<file path="config.mk">
export PLATFORM = sky130hd
export DESIGN_NAME = bist_response_analyzer_flat
export DESIGN_NICKNAME = d
export VERILOG_FILES = /design/src/rtl/bist_pkg.sv /design/src/rtl/bist_response_analyzer_if.sv /design/src/rtl/bist_delay_line.sv /design/src/rtl/bist_response_analyzer.sv /design/src/flat_wrapper.sv
export SDC_FILE = /design/constraint.sdc
export NUM_CORES = 1
export LEC_CHECK = 0
export ABC_AREA = 1
export CAP_MARGIN = 20
export CORE_MARGIN = 2
export CORE_UTILIZATION = 51
export CTS_BUF_LIST = sky130_fd_sc_hd__clkbuf_8
export CTS_CLUSTER_DIAMETER = 50
export DETAILED_ROUTE_END_ITERATION = 10
export MAX_ROUTING_LAYER = met4
export PLACE_DENSITY = 0.87
export SETUP_SLACK_MARGIN = 0.1
export SLEW_MARGIN = 20
export SYNTH_ARGS = -nofsm -noshare
export SYNTH_HDL_FRONTEND = slang
export SYNTH_SLANG_ARGS = --single-unit
</file>
<file path="constraint.sdc">
create_clock -name clk -period 2 [get_ports clk]
set_clock_uncertainty 0.1 [all_clocks]
set_input_delay 0.6 -clock clk [delete_from_list [all_inputs] [get_ports clk]]
set_output_delay 0.6 -clock clk [all_outputs]
set_load 0.03 [all_outputs]
</file>
<file path="src/rtl/bist_pkg.sv">
// Shared types and defaults for the BIST response analyzer slice.
package bist_pkg;

  typedef enum logic [1:0] {
    ST_IDLE,
    ST_ACTIVE,
    ST_DRAIN,
    ST_DONE
  } state_t;

  localparam int DEF_ADDR_W     = 3;
  localparam int DEF_DATA_W     = 8;
  localparam int DEF_FAIL_CNT_W = 4;
  localparam int RD_LAT_MAX     = 4;

  // Out-of-range latencies are pulled back into the supported window.
  function automatic int clamp_lat(input int lat);
    if (lat < 1)
      return 1;
    else if (lat > RD_LAT_MAX)
      return RD_LAT_MAX;
    else
      return lat;
  endfunction

endpackage

</file>
<file path="src/rtl/bist_response_analyzer_if.sv">
// Controller/RAM-side bundle of the response analyzer; master = controller + RAM, slave = analyzer.
interface bist_response_analyzer_if
  import bist_pkg::*;
#(
  parameter int ADDR_W     = DEF_ADDR_W,
  parameter int DATA_W     = DEF_DATA_W,
  parameter int FAIL_CNT_W = DEF_FAIL_CNT_W
) ();

  logic                  start;
  logic                  rd_en;
  logic [ADDR_W-1:0]     rd_addr;
  logic [DATA_W-1:0]     exp_data;
  logic [DATA_W-1:0]     ram_dout;
  logic                  test_end;
  logic                  done;
  logic                  pass;
  logic                  fail;
  logic [FAIL_CNT_W-1:0] fail_count;
  logic [ADDR_W-1:0]     first_fail_addr;
  logic [DATA_W-1:0]     first_fail_data;
  logic [DATA_W-1:0]     fail_bits;

  modport master (
    output start, rd_en, rd_addr, exp_data, ram_dout, test_end,
    input  done, pass, fail, fail_count, first_fail_addr, first_fail_data, fail_bits
  );

  modport slave (
    input  start, rd_en, rd_addr, exp_data, ram_dout, test_end,
    output done, pass, fail, fail_count, first_fail_addr, first_fail_data, fail_bits
  );

endinterface

</file>
<file path="src/rtl/bist_delay_line.sv">
// Pipeline of {valid, addr, exp} that lines issued reads up with RAM read latency.
module bist_delay_line
  import bist_pkg::*;
#(
  parameter int ADDR_W = DEF_ADDR_W,
  parameter int DATA_W = DEF_DATA_W,
  parameter int RD_LAT = 1
) (
  input  logic              clk,
  input  logic              async_reset,
  input  logic              i_flush,
  input  logic              i_push,
  input  logic [ADDR_W-1:0] i_addr,
  input  logic [DATA_W-1:0] i_exp,
  output logic              o_valid,
  output logic [ADDR_W-1:0] o_addr,
  output logic [DATA_W-1:0] o_exp,
  output logic              o_any_valid
);

  localparam int DEPTH = clamp_lat(RD_LAT);

  logic [DEPTH-1:0] w_valid;
  logic [ADDR_W-1:0] w_addr [DEPTH];
  logic [DATA_W-1:0] w_exp  [DEPTH];

  genvar gi;
  generate
    for (gi = 0; gi < DEPTH; gi++) begin : g_stage
      logic              w_in_valid;
      logic [ADDR_W-1:0] w_in_addr;
      logic [DATA_W-1:0] w_in_exp;
      logic              r_valid;
      logic [ADDR_W-1:0] r_addr;
      logic [DATA_W-1:0] r_exp;

      if (gi == 0) begin : g_head
        assign w_in_valid = i_push;
        assign w_in_addr  = i_addr;
        assign w_in_exp   = i_exp;
      end else begin : g_body
        assign w_in_valid = w_valid[gi-1];
        assign w_in_addr  = w_addr[gi-1];
        assign w_in_exp   = w_exp[gi-1];
      end

      always_ff @(posedge clk or posedge async_reset) begin
        if (async_reset) begin
          r_valid <= 1'b0;
          r_addr  <= '0;
          r_exp   <= '0;
        end else if (i_flush) begin
          r_valid <= 1'b0;
          r_addr  <= '0;
          r_exp   <= '0;
        end else begin
          r_valid <= w_in_valid;
          r_addr  <= w_in_addr;
          r_exp   <= w_in_exp;
        end
      end

      assign w_valid[gi] = r_valid;
      assign w_addr[gi]  = r_addr;
      assign w_exp[gi]   = r_exp;
    end

    // Only entries behind the output stage count: the output stage is compared this cycle.
    if (DEPTH > 1) begin : g_pend
      assign o_any_valid = |w_valid[DEPTH-2:0];
    end else begin : g_nopend
      assign o_any_valid = 1'b0;
    end
  endgenerate

  assign o_valid = w_valid[DEPTH-1];
  assign o_addr  = w_addr[DEPTH-1];
  assign o_exp   = w_exp[DEPTH-1];

endmodule

</file>
<file path="src/rtl/bist_response_analyzer.sv">
// Compares RAM read data against delayed expected data and accumulates the verdict.
// Define BIST_SYNDROME_EN to build the OR-accumulated fail_bits syndrome.
module bist_response_analyzer
  import bist_pkg::*;
#(
  parameter int ADDR_W     = DEF_ADDR_W,
  parameter int DATA_W     = DEF_DATA_W,
  parameter int RD_LAT     = 1,
  parameter int FAIL_CNT_W = DEF_FAIL_CNT_W
) (
  input logic                     clk,
  input logic                     async_reset,
  bist_response_analyzer_if.slave bus
);

  localparam logic [FAIL_CNT_W-1:0] CNT_MAX = '1;

  state_t                r_state;
  logic                  r_done;
  logic                  r_pass;
  logic                  r_fail;
  logic [FAIL_CNT_W-1:0] r_fail_count;
  logic [ADDR_W-1:0]     r_first_fail_addr;
  logic [DATA_W-1:0]     r_first_fail_data;

  logic                  w_push;
  logic                  w_dl_valid;
  logic [ADDR_W-1:0]     w_dl_addr;
  logic [DATA_W-1:0]     w_dl_exp;
  logic                  w_any_valid;
  logic                  w_cmp;
  logic                  w_mismatch;
  logic [FAIL_CNT_W-1:0] w_cnt_next;

  assign w_push = (r_state == ST_ACTIVE) && bus.rd_en && !bus.start;

  bist_delay_line #(
    .ADDR_W (ADDR_W),
    .DATA_W (DATA_W),
    .RD_LAT (RD_LAT)
  ) u_delay_line (
    .clk         (clk),
    .async_reset (async_reset),
    .i_flush     (bus.start),
    .i_push      (w_push),
    .i_addr      (bus.rd_addr),
    .i_exp       (bus.exp_data),
    .o_valid     (w_dl_valid),
    .o_addr      (w_dl_addr),
    .o_exp       (w_dl_exp),
    .o_any_valid (w_any_valid)
  );

  // A start in the same cycle discards whatever is arriving from the RAM.
  assign w_cmp      = w_dl_valid && !bus.start;
  assign w_mismatch = w_cmp && (bus.ram_dout != w_dl_exp);
  assign w_cnt_next = (w_mismatch && (r_fail_count != CNT_MAX)) ?
                      r_fail_count + FAIL_CNT_W'(1) : r_fail_count;

  always_ff @(posedge clk or posedge async_reset) begin
    if (async_reset) begin
      r_state           <= ST_IDLE;
      r_done            <= 1'b0;
      r_pass            <= 1'b0;
      r_fail            <= 1'b0;
      r_fail_count      <= '0;
      r_first_fail_addr <= '0;
      r_first_fail_data <= '0;
    end else if (bus.start) begin
      r_state           <= ST_ACTIVE;
      r_done            <= 1'b0;
      r_pass            <= 1'b0;
      r_fail            <= 1'b0;
      r_fail_count      <= '0;
      r_first_fail_addr <= '0;
      r_first_fail_data <= '0;
    end else begin
      if (w_mismatch) begin
        r_fail       <= 1'b1;
        r_fail_count <= w_cnt_next;
        if (r_fail_count == '0) begin
          r_first_fail_addr <= w_dl_addr;
          r_first_fail_data <= bus.ram_dout;
        end
      end
      case (r_state)
        ST_ACTIVE: begin
          if (bus.test_end)
            r_state <= ST_DRAIN;
        end
        ST_DRAIN: begin
          // The last in-flight read is compared this cycle, so the verdict includes it.
          if (!w_any_valid) begin
            r_state <= ST_DONE;
            r_done  <= 1'b1;
            r_pass  <= (w_cnt_next == '0);
          end
        end
        default: ;
      endcase
    end
  end

`ifdef BIST_SYNDROME_EN
  logic [DATA_W-1:0] r_fail_bits;

  always_ff @(posedge clk or posedge async_reset) begin
    if (async_reset)
      r_fail_bits <= '0;
    else if (bus.start)
      r_fail_bits <= '0;
    else if (w_cmp)
      r_fail_bits <= r_fail_bits | (bus.ram_dout ^ w_dl_exp);
  end

  assign bus.fail_bits = r_fail_bits;
`else
  assign bus.fail_bits = '0;
`endif

  assign bus.done            = r_done;
  assign bus.pass            = r_pass;
  assign bus.fail            = r_fail;
  assign bus.fail_count      = r_fail_count;
  assign bus.first_fail_addr = r_first_fail_addr;
  assign bus.first_fail_data = r_first_fail_data;

endmodule

</file>
<file path="src/flat_wrapper.sv">
// flat-port wrapper written by rule: the top's interface ports become plain ports
module bist_response_analyzer_flat import bist_pkg::*;
#(
  parameter int ADDR_W     = DEF_ADDR_W,
  parameter int DATA_W     = DEF_DATA_W,
  parameter int RD_LAT     = 1,
  parameter int FAIL_CNT_W = DEF_FAIL_CNT_W
)
  (clk, async_reset, bus_start, bus_rd_en, bus_rd_addr, bus_exp_data, bus_ram_dout, bus_test_end, bus_done, bus_pass, bus_fail, bus_fail_count, bus_first_fail_addr, bus_first_fail_data, bus_fail_bits);
  bist_response_analyzer_if #(.ADDR_W(ADDR_W), .DATA_W(DATA_W), .FAIL_CNT_W(FAIL_CNT_W)) bus_i ();
  input logic clk;
  input logic async_reset;
  input wire logic [$bits(bus_i.start)-1:0] bus_start;
  input wire logic [$bits(bus_i.rd_en)-1:0] bus_rd_en;
  input wire logic [$bits(bus_i.rd_addr)-1:0] bus_rd_addr;
  input wire logic [$bits(bus_i.exp_data)-1:0] bus_exp_data;
  input wire logic [$bits(bus_i.ram_dout)-1:0] bus_ram_dout;
  input wire logic [$bits(bus_i.test_end)-1:0] bus_test_end;
  output wire logic [$bits(bus_i.done)-1:0] bus_done;
  output wire logic [$bits(bus_i.pass)-1:0] bus_pass;
  output wire logic [$bits(bus_i.fail)-1:0] bus_fail;
  output wire logic [$bits(bus_i.fail_count)-1:0] bus_fail_count;
  output wire logic [$bits(bus_i.first_fail_addr)-1:0] bus_first_fail_addr;
  output wire logic [$bits(bus_i.first_fail_data)-1:0] bus_first_fail_data;
  output wire logic [$bits(bus_i.fail_bits)-1:0] bus_fail_bits;
  assign bus_i.start = bus_start;
  assign bus_i.rd_en = bus_rd_en;
  assign bus_i.rd_addr = bus_rd_addr;
  assign bus_i.exp_data = bus_exp_data;
  assign bus_i.ram_dout = bus_ram_dout;
  assign bus_i.test_end = bus_test_end;
  assign bus_done = bus_i.done;
  assign bus_pass = bus_i.pass;
  assign bus_fail = bus_i.fail;
  assign bus_fail_count = bus_i.fail_count;
  assign bus_first_fail_addr = bus_i.first_fail_addr;
  assign bus_first_fail_data = bus_i.first_fail_data;
  assign bus_fail_bits = bus_i.fail_bits;
  bist_response_analyzer #(.ADDR_W(ADDR_W), .DATA_W(DATA_W), .RD_LAT(RD_LAT), .FAIL_CNT_W(FAIL_CNT_W)) u_core (.clk(clk), .async_reset(async_reset), .bus(bus_i));
endmodule
</file>
======== Yosys cells after proc, flatten, opt, wreduce, memory -nomap -nowiden ========
Index checks and enable logic that the tools add are counted.
Widths: inputs -> output; s select.
operators by class
  equality and inequality tests ........... 5
  reduce and logical (&&, ||, !) cells .... 14
  divide/modulo/power cells ............... 0
  multiplexer cells ....................... 21
  bitwise gates (word level) .............. 0
  magnitude comparators ................... 0
  add/subtract/negate cells ............... 1
  $mul .................................... 0
  shift operators ......................... 0
operators by type and width
  operator             number
  $mux 8               4
  $mux 3               4
  $mux 4               3
  $logic_not 4->1      2
  $ne 8x8->1           1
  $mux 1               7
  $reduce_bool 2->1    3
  $logic_and 1x1->1    5
  $add 4x1->4 const B  1
  $mux 2               2
  $ne 4x4->1 const B   1
  $pmux 2 s2           1
  $reduce_and 2->1     2
  $ne 3x3->1 const B   1
  $reduce_bool 3->1    1
  $eq 2x1->1 const B   1
  $eq 2x2->1 const B   1
  $logic_not 1->1      1
word-level totals
  flip-flop bits (word level) ............. 32
  RAM bits ................................ 0
  memory bits (read-only) ................. 0
  memories kept ........................... 0
  latch bits .............................. 0
  bits of input ports ..................... 24

======== Longest topological paths before layout ========
Gate-level depths: netlist (run 1).
  word-level depth ........................ 8
  mapped depth ............................ 12
  depth with buffers taken out ............ 12

======== Modules after synthesis ========
From an unflattened synthesis (run 1), not the netlist that was laid out.
unflattened totals
  cells, all modules ...................... 190
  area total of the unflattened synthesis .. 1686.6 µm²
by module, submodules not included
  module                  times used  area each (µm²)  cells each  seq. area each (µm²)
  bist_response_analyzer  1           1270.0           150         500.5
  bist_delay_line         1           416.6            40          300.3

======== Worst setup path before layout (run 1) ========
OpenSTA, ideal clock, no wires.
  path type ............................... reg2reg
  from .................................... register u_core.r_fail_count[1], in the netlist u_core.bus.fail_count[1]
  to ...................................... register u_core.r_pass, in the netlist u_core.bus.pass
  data required time ...................... 1.783 ns
  buffers on the path ..................... 0
  cell stages (with the launch flop) ...... 9
  path slack .............................. 0.393 ns
  arrival time ............................ 1.390 ns
  cell sequence ........................... dfrtp_1 > ha_1 > nand3_1 > nand3_4 > nand2_1 > o21ai_1 > inv_1 > nand3_1 > nand2_1
on the way
  cells in the longest elaborated chain, start to end .. 6
  elaborated cells on any way between the ends .. 7
ends and longest elaborated chain
  element                                              RTL line                      text
  from (decl)                                          bist_response_analyzer.sv:22  logic [FAIL_CNT_W-1:0] r_fail_count;
  from (signal assigned)                               bist_response_analyzer.sv:80  r_fail_count <= w_cnt_next;
  branches (longest 2 deep; another with $add 4x1->4)  --
  $mux 4 (*)                                           bist_response_analyzer.sv:57  assign w_cnt_next = (w_mismatch && (r_fail_count != CNT_MAX)) ?
  $logic_not 4->1 (*)                                  bist_response_analyzer.sv:96  r_pass <= (w_cnt_next == '0);
  $mux 1 (*)                                           bist_response_analyzer.sv:86  case (r_state)
  $mux 1 (*)                                           bist_response_analyzer.sv:69  end else if (bus.start) begin
  to (signal assigned)                                 bist_response_analyzer.sv:96
  to (decl)                                            bist_response_analyzer.sv:20  logic r_pass;
Mark *: on every way between the ends. The select of a mux whose other input is x is not followed.
A chain may end at the register's enable or synchronous reset.

======== Worst setup path after layout (run 1) ========
  from .................................... input port bus_start
  to ...................................... register u_core.r_first_fail_data[7], in the netlist u_core.bus.first_fail_data[7]
on the way
  cells in the longest elaborated chain, start to end .. 5
  elaborated cells on any way between the ends .. 7
ends and longest elaborated chain
  element                             RTL line                      text
  from (decl)                         flat_wrapper.sv:13            input wire logic [$bits(bus_i.start)-1:0] bus_start;
  $logic_not 1->1                     bist_response_analyzer.sv:55  assign w_cmp = w_dl_valid && !bus.start;
  $logic_and 1x1->1                   bist_response_analyzer.sv:55
  $logic_and 1x1->1                   bist_response_analyzer.sv:56  assign w_mismatch = w_cmp && (bus.ram_dout != w_dl_exp);
  $reduce_bool 2->1 (no source line)  --
  $reduce_and 2->1 (no source line)   --
  to (signal assigned)                bist_response_analyzer.sv:83  r_first_fail_data <= bus.ram_dout;
  to (decl)                           bist_response_analyzer.sv:24  logic [DATA_W-1:0] r_first_fail_data;
Several ways; a longest one is shown, not always the timed one.

==> results of run 1 <==
-- kinds of logic after synthesis --
group           after synthesis
fa+ha+maj                     2
flops                        32
buf+inv                      50
simple gates                 71
compound gates               19
xor+xnor                      5
other cells                   1
-- stage by stage --
| stage | area [um2] | hold WS [ns] | cells | setup TNS (ns) | setup slack (ns) |
|---|---|---|---|---|---|
| after floorplan | 1600 | 0.374 | 187 | 0 | 0.393 |
| after global placement | 2010 | 0.384 | 257 | -2.14 | -0.167 |
| after detailed placement | 2010 | 0.408 | 257 | -2.83 | -0.234 |
| after CTS | 2090 | 0.417 | 266 | 0 | 0.0945 |
| after global routing | 2170 | 0.422 | 271 | 0 | 0.0101 |
| final | 2170 | 0.412 | 271 | 0 | 0.123 |
-- timing repair --
action | in CTS | in global routing
gates cloned | 1 | 0
setup buffers | 0 | 5
gates resized for setup | 21 | 14
endpoints found under the setup margin | 28 | 12
pin swaps | 3 | 9
-- registers in the layout, indices dropped and copies added (netlist names) --
register	cells
u_core.u_delay_line.o_exp	8
u_core.bus.first_fail_data	8
u_core.bus.fail	1
u_core.u_delay_line.o_valid	1
u_core.u_delay_line.o_addr	3
u_core.bus.fail_count	4
u_core.bus.pass	1
u_core.r_state	2
u_core.bus.done	1
u_core.bus.first_fail_addr	3
-- per-layer routing --
layer | vias to the layer above | global-route usage
met5 | - | -
met4 | 0 | 0.127
met3 | 7 | 0.0502
met2 | 41 | 0.330
met1 | 580 | 0.228
li1 | 657 | -
-- synth_stat cells (3+ instances only) --
cell      n  area share
inv_1    37       0.089
dfrtp_1  32        0.51
nand2_1  26       0.062
nand3_1  17       0.054
nor2_1   17       0.041
buf_4     8       0.038
o21ai_0   6       0.019
o21ai_1   6       0.019
a21oi_1   5       0.016
xnor2_1   4       0.022
buf_6     3       0.022
nand4_1   3       0.012
-- worst paths after layout --
check | from | end | slack (ns)
min in group asynchronous | async_reset | u_core.u_delay_line.o_addr[2]$_DFF_PP0_ | 0.59
min | u_core.bus.fail$_DFFE_PP0P_ | u_core.bus.fail$_DFFE_PP0P_ | 0.41
min reg2reg | u_core.bus.fail$_DFFE_PP0P_ | u_core.bus.fail$_DFFE_PP0P_ | 0.41
max in group asynchronous | async_reset | u_core.bus.fail_count[1]$_DFFE_PP0P_ | 0.91
max reg2reg | u_core.bus.fail_count[0]$_DFFE_PP0P_ | u_core.bus.pass$_DFFE_PP0P_ | 0.33
max | bus_start | u_core.bus.first_fail_data[7]$_DFFE_PP0P_ | 0.12
-- power groups by stage --
stage / Combinational (mW) / Sequential, mW / Clock [mW]
finish: 0.227 / 0.690 / 0.505
global route: 0.250 / 0.694 / 0.539
CTS: 0.221 / 0.691 / 0.516
detailed placement: 0.229 / 0.703 / 0
global placement: 0.226 / 0.702 / 0
floorplan: 0.119 / 0.728 / 0
-- final cells by class --
| cell class | instances | area share |
|---|---|---|
| sequential | 32 | 0.369 |
| tap | 33 | 0.0190 |
| clock buffer | 6 | 0.0381 |
| timing repair buffer | 55 | 0.231 |
| multi-input combinational | 106 | 0.273 |
| clock inverter | 2 | 0.00519 |
| inverter | 37 | 0.0640 |
==> results.sh, run 1 <==
export IMPL_status="completed"
export IMPL_ff_latch_area_um2=801
export IMPL_power_share_combinational=0.160
export IMPL_postLayoutCoreUtil=0.729
export IMPL_mostFrequentLayoutCells="36 x inv_1, 32 x dfrtp_1, 22 x nand2_1"
export IMPL_initial_core_util=0.527
export IMPL_p_sw_frac=0.267
export IMPL_yosysSeqAreaShare=0.510
export IMPL_synth_compound_area_share=0.0654
export IMPL_die_area_mm2=0.00354
export IMPL_yosysUniqueCellTypes=25
export IMPL_critPathBufInv=2
export IMPL_num_rows=20
export IMPL_cp_depth=5
export IMPL_multi_input_area_um2=593
export IMPL_antenna_found_initial=0
export IMPL_cts_made_buffers=5
export IMPL_die_y_um=59.5
export IMPL_gp_congestion=0.836
export IMPL_cap_viol_max_count=0
export IMPL_timing_final_crit_period_ns=1.88
export IMPL_synth_top_family_by_area="simple AND/OR/NAND/NOR gates"
export IMPL_hold_violations=0
export IMPL_yosysWarnings=0
export IMPL_layout_commonest_cell="inv_1"
export IMPL_wl_per_cell_um=11.6
export IMPL_ctsHtreeMaxLevel=2
export IMPL_critPathKind="in2reg"
export IMPL_met2_length_um=1600
export IMPL_drcViolationCount=0
export IMPL_max_stage_delay_ns=0.52
export IMPL_antenna_cells=0
export IMPL_num_io_pins=50
export IMPL_layout_drive_gt1_share=0.160
export IMPL_yosys_register_bits=32
export IMPL_cts_hold_buf=0
export IMPL_routed_via_count=1285
export IMPL_clk_latency_ns=0.28
export IMPL_fin_nets=263
export IMPL_cp_required_ns=2.09
export IMPL_crit_chain="clkdlybuf4s50_1, nor2_4, buf_4, nand4_4, o21ai_0"
export IMPL_min_path_cells=1
export IMPL_power_mw=1.42
export IMPL_tritoncts="done"
export IMPL_wirelength_met1_um=1300
export IMPL_highest_layer="met4"
export IMPL_cts_buffer_depth=2
export IMPL_antenna_left=0
export IMPL_setup_viol=0
export IMPL_detailedPlacementHpwl_um=2110
export IMPL_critPathTopFamily="buffers and inverters"
export IMPL_cp_slowest_cell="clkdlybuf4s50_1"
export IMPL_io_buffers=41
export IMPL_synth_top_flop_cell="dfrtp_1"
export IMPL_cp_start_kind="input pin"
export IMPL_power_density_mw_per_mm2=656
export IMPL_arrival_ns=1.97
export IMPL_synth_xor_area_share=0.0279
export IMPL_syn_to_final_growth_pct=38.3
export IMPL_rsz0062_at_grt="no"
export IMPL_power_leakage_nw=1.22
export IMPL_ir_worst_vdd_mv=0.530
export IMPL_die_x_um=59.5
export IMPL_avgSynthCellArea_um2=8.72
export IMPL_grt_pass1_vias=1192
export IMPL_max_freq_mhz=533
export IMPL_synth_edf_count=0
export IMPL_synth_adder_area_share=0.0159
export IMPL_fin_crit_sh=0.939
export IMPL_switchingPower_mw=0.380
export IMPL_grt_usage=0.205
export IMPL_clock_sinks=32
export IMPL_p_seq_frac=0.485
export IMPL_synthSimpleGateAreaFrac=0.224
export IMPL_cp_max_fo=11
export IMPL_met3WireLength_um=154
export IMPL_cts_root_buffer="clkbuf_8"
export IMPL_grt_pass1_wl_um=5050
export IMPL_syn_inst=180
export IMPL_hold_class="reg2reg"
export IMPL_synthMuxAreaShare=0
export IMPL_fillers=229
export IMPL_dr_pass1_iters=4
export IMPL_syn_area_mm2=0.00157
export IMPL_grt_max_degree=33
export IMPL_clockPowerShare=0.355
export IMPL_grt_overflow_total=0
export IMPL_crit_path_end_kind="flop"
export IMPL_totalWireLength_um=3140
export IMPL_async_reset_ff_frac=1.00
export IMPL_clk_pin_slew_ns=0.07
export IMPL_drt_iter0_drc=30
export IMPL_drv_slew=0
export IMPL_p_int_mw=1.04
export IMPL_via_per_inst=4.74
export IMPL_reg2reg_depth=9
export IMPL_core_mm2=0.00298
(Power assumes the default switching activity.)
==> inputs of run 2 (changes only) <==
--- a/config.mk
+++ b/config.mk
@@ -14,7 +14,7 @@
 export DETAILED_ROUTE_END_ITERATION = 10
 export MAX_ROUTING_LAYER = met4
 export PLACE_DENSITY = 0.87
-export SETUP_SLACK_MARGIN = 0.1
+export SETUP_SLACK_MARGIN = 0.4
 export SLEW_MARGIN = 20
 export SYNTH_ARGS = -nofsm -noshare
 export SYNTH_HDL_FRONTEND = slang
==> run 2 against run 1 <==
Non-clock buffer count is 2 higher. First-iteration DRC count is 6.7% higher. Final area is 0.52% lower. Sequential cell count stayed put. Register-to-register slack better by 0.08 ns. Clock-buffer cell count is 1 lower. Critical endpoint is now u_core.bus.pass$_DFFE_PP0P_. Largest cell class unchanged. Largest power group unchanged.
==> results.sh, run 2 (synthesis gave the netlist of run 1 again) <==
export IMPL_status="completed"
export IMPL_hold_start="u_core.u_delay_line.o_addr[1]$_DFF_PP0_"
export IMPL_layout_drive_gt1_share=0.349
export IMPL_cts_root_buffer="clkbuf_8"
export IMPL_holdWs_ns=0.401
export IMPL_clk_pin_slew_ns=0.06
export IMPL_fin_crit_sh=0.795
export IMPL_setup_tns_ns=0
export IMPL_gp_congestion=0.901
export IMPL_met1_usage=0.248
export IMPL_ir_worst_vdd_mv=0.483
export IMPL_die_x_um=59.5
export IMPL_reg2reg_depth=9
export IMPL_power_leakage_nw=1.14
export IMPL_antenna_cells=0
export IMPL_dr_pass1_iters=4
export IMPL_grt_pass1_wl_um=5530
export IMPL_rrSetupSlack_ns=0.41
export IMPL_whs_endpoint="u_core.bus.first_fail_addr[1]$_DFFE_PP0P_"
export IMPL_drt_iter0_drc=32
export IMPL_cp_required_ns=2.12
export IMPL_critPathKind="reg2reg"
export IMPL_grt_max_degree=33
export IMPL_num_io_pins=50
export IMPL_mostFrequentLayoutCells="32 x inv_1, 30 x dfrtp_1, 23 x buf_2"
export IMPL_antenna_left=0
export IMPL_fin_nets=267
export IMPL_initial_core_util=0.527
export IMPL_grt_busiest_layer="met2"
export IMPL_rsz0062_at_grt="yes"
export IMPL_ctsHtreeMaxLevel=2
export IMPL_r2r_start="u_core.bus.fail_count[0]$_DFFE_PP0P_"
export IMPL_grt_use_met2=0.353
export IMPL_crit_path_end_kind="flop"
export IMPL_num_rows=20
export IMPL_cts_made_buffers=5
export IMPL_arrival_ns=1.71
export IMPL_core_mm2=0.00298
export IMPL_cp_max_fo=5
export IMPL_detailedPlacementHpwl_um=2190
export IMPL_power_density_mw_per_mm2=640
export IMPL_cts_hold_buf=0
export IMPL_via_per_inst=5.00
export IMPL_wl_per_cell_um=13.8
export IMPL_cap_viol_max_count=0
export IMPL_power_mw=1.38
export IMPL_tritoncts="done"
export IMPL_cp_start_kind="flop"
export IMPL_hold_violations=0
export IMPL_drv_slew=0
export IMPL_routed_via_count=1370
export IMPL_grt_overflow_total=0
export IMPL_fillers=230
export IMPL_clock_sinks=32
export IMPL_setup_viol=0
export IMPL_syn_to_final_growth_pct=37.6
export IMPL_grt_pass1_vias=1288
export IMPL_drcViolationCount=0
export IMPL_min_path_cells=2
export IMPL_grt_usage=0.220
export IMPL_die_area_mm2=0.00354
export IMPL_io_buffers=41
export IMPL_hold_class="reg2reg"
export IMPL_use_met3=0.0699
export IMPL_totalWireLength_um=3780
export IMPL_antenna_found_initial=0
export IMPL_cts_buffer_depth=2
export IMPL_die_y_um=59.5
export IMPL_clk_latency_ns=0.29
export IMPL_timing_final_crit_period_ns=1.59
export IMPL_r2r_end="u_core.bus.pass$_DFFE_PP0P_"
export IMPL_layout_commonest_cell="inv_1"
export IMPL_max_freq_mhz=629
[run 2: area by class of cell]
class | instances | area (um2) | area share
flip-flops and latches | 32 | 803 | 0.372
well taps | 33 | 41.3 | 0.0191
clock inverters | 2 | 8.76 | 0.00406
multi-input cells | 108 | 678 | 0.314
clock buffers | 5 | 68.8 | 0.0319
inverters | 37 | 139 | 0.0643
repair buffers | 57 | 419 | 0.194
[run 2: report_power, final]
part | internal, mW | total, mW | switching, mW | leakage [nW]
sequential | 0.676 | 0.692 | 0.0157 | 0.423
combinational | 0.0895 | 0.235 | 0.146 | 0.673
clock | 0.231 | 0.454 | 0.223 | 0.0452
[run 2: how the worst max path moves through the flow]
| stage | startpoint | end | slack [ns] | cells past startpoint |
|---|---|---|---|---|
| after global routing | u_core.bus.fail_count[0]$_DFFE_PP0P_ | u_core.bus.pass$_DFFE_PP0P_ | 0.33 | 9 |
| final | u_core.bus.fail_count[0]$_DFFE_PP0P_ | u_core.bus.pass$_DFFE_PP0P_ | 0.41 | 9 |
| after detailed placement | bus_ram_dout[1] | u_core.bus.first_fail_data[3]$_DFFE_PP0P_ | -0.22 | 10 |
| after CTS | u_core.bus.fail_count[3]$_DFFE_PP0P_ | bus_fail_count[3] | 0.37 | 1 |
| after floorplan | bus_ram_dout[7] | u_core.bus.pass$_DFFE_PP0P_ | 0.41 | 12 |
| after global placement | bus_ram_dout[6] | u_core.bus.pass$_DFFE_PP0P_ | -0.18 | 11 |
[run 2: per-stage QoR]
| stage | utilization | instances | setup WS, ns | area [um2] |
|---|---|---|---|---|
| after global placement | 0.675 | 256 | -0.177 | 2010 |
| after floorplan | - | 187 | 0.410 | 1600 |
| after CTS | 0.681 | 266 | 0.370 | 2030 |
| after detailed placement | 0.675 | 256 | -0.217 | 2010 |
| final | 0.725 | 274 | 0.409 | 2160 |
| after global routing | 0.725 | 274 | 0.334 | 2160 |
[run 2: critical path, stage by stage (launching register included)]
cell     delay, ns
dfrtp_1       0.38
buf_4         0.15
ha_2          0.21
nand3_4       0.11
nand3_4       0.14
nand2_2       0.11
nand2_1       0.06
nor2_2        0.13
nand3_2       0.07
nand2_1       0.07
[run 2: repair_timing]
item	4_1_cts	5_1_grt
pin swaps	26	7
gates resized for setup	141	13
cloned	1	2
setup endpoints to repair	35	17
setup buffers	2	6
[run 2: routing by layer]
layer,vias to the layer above,share of wire
met2,49,0.52
met1,640,0.39
li1,670,-
met3,11,0.060
met4,0,0.023
met5,-,0
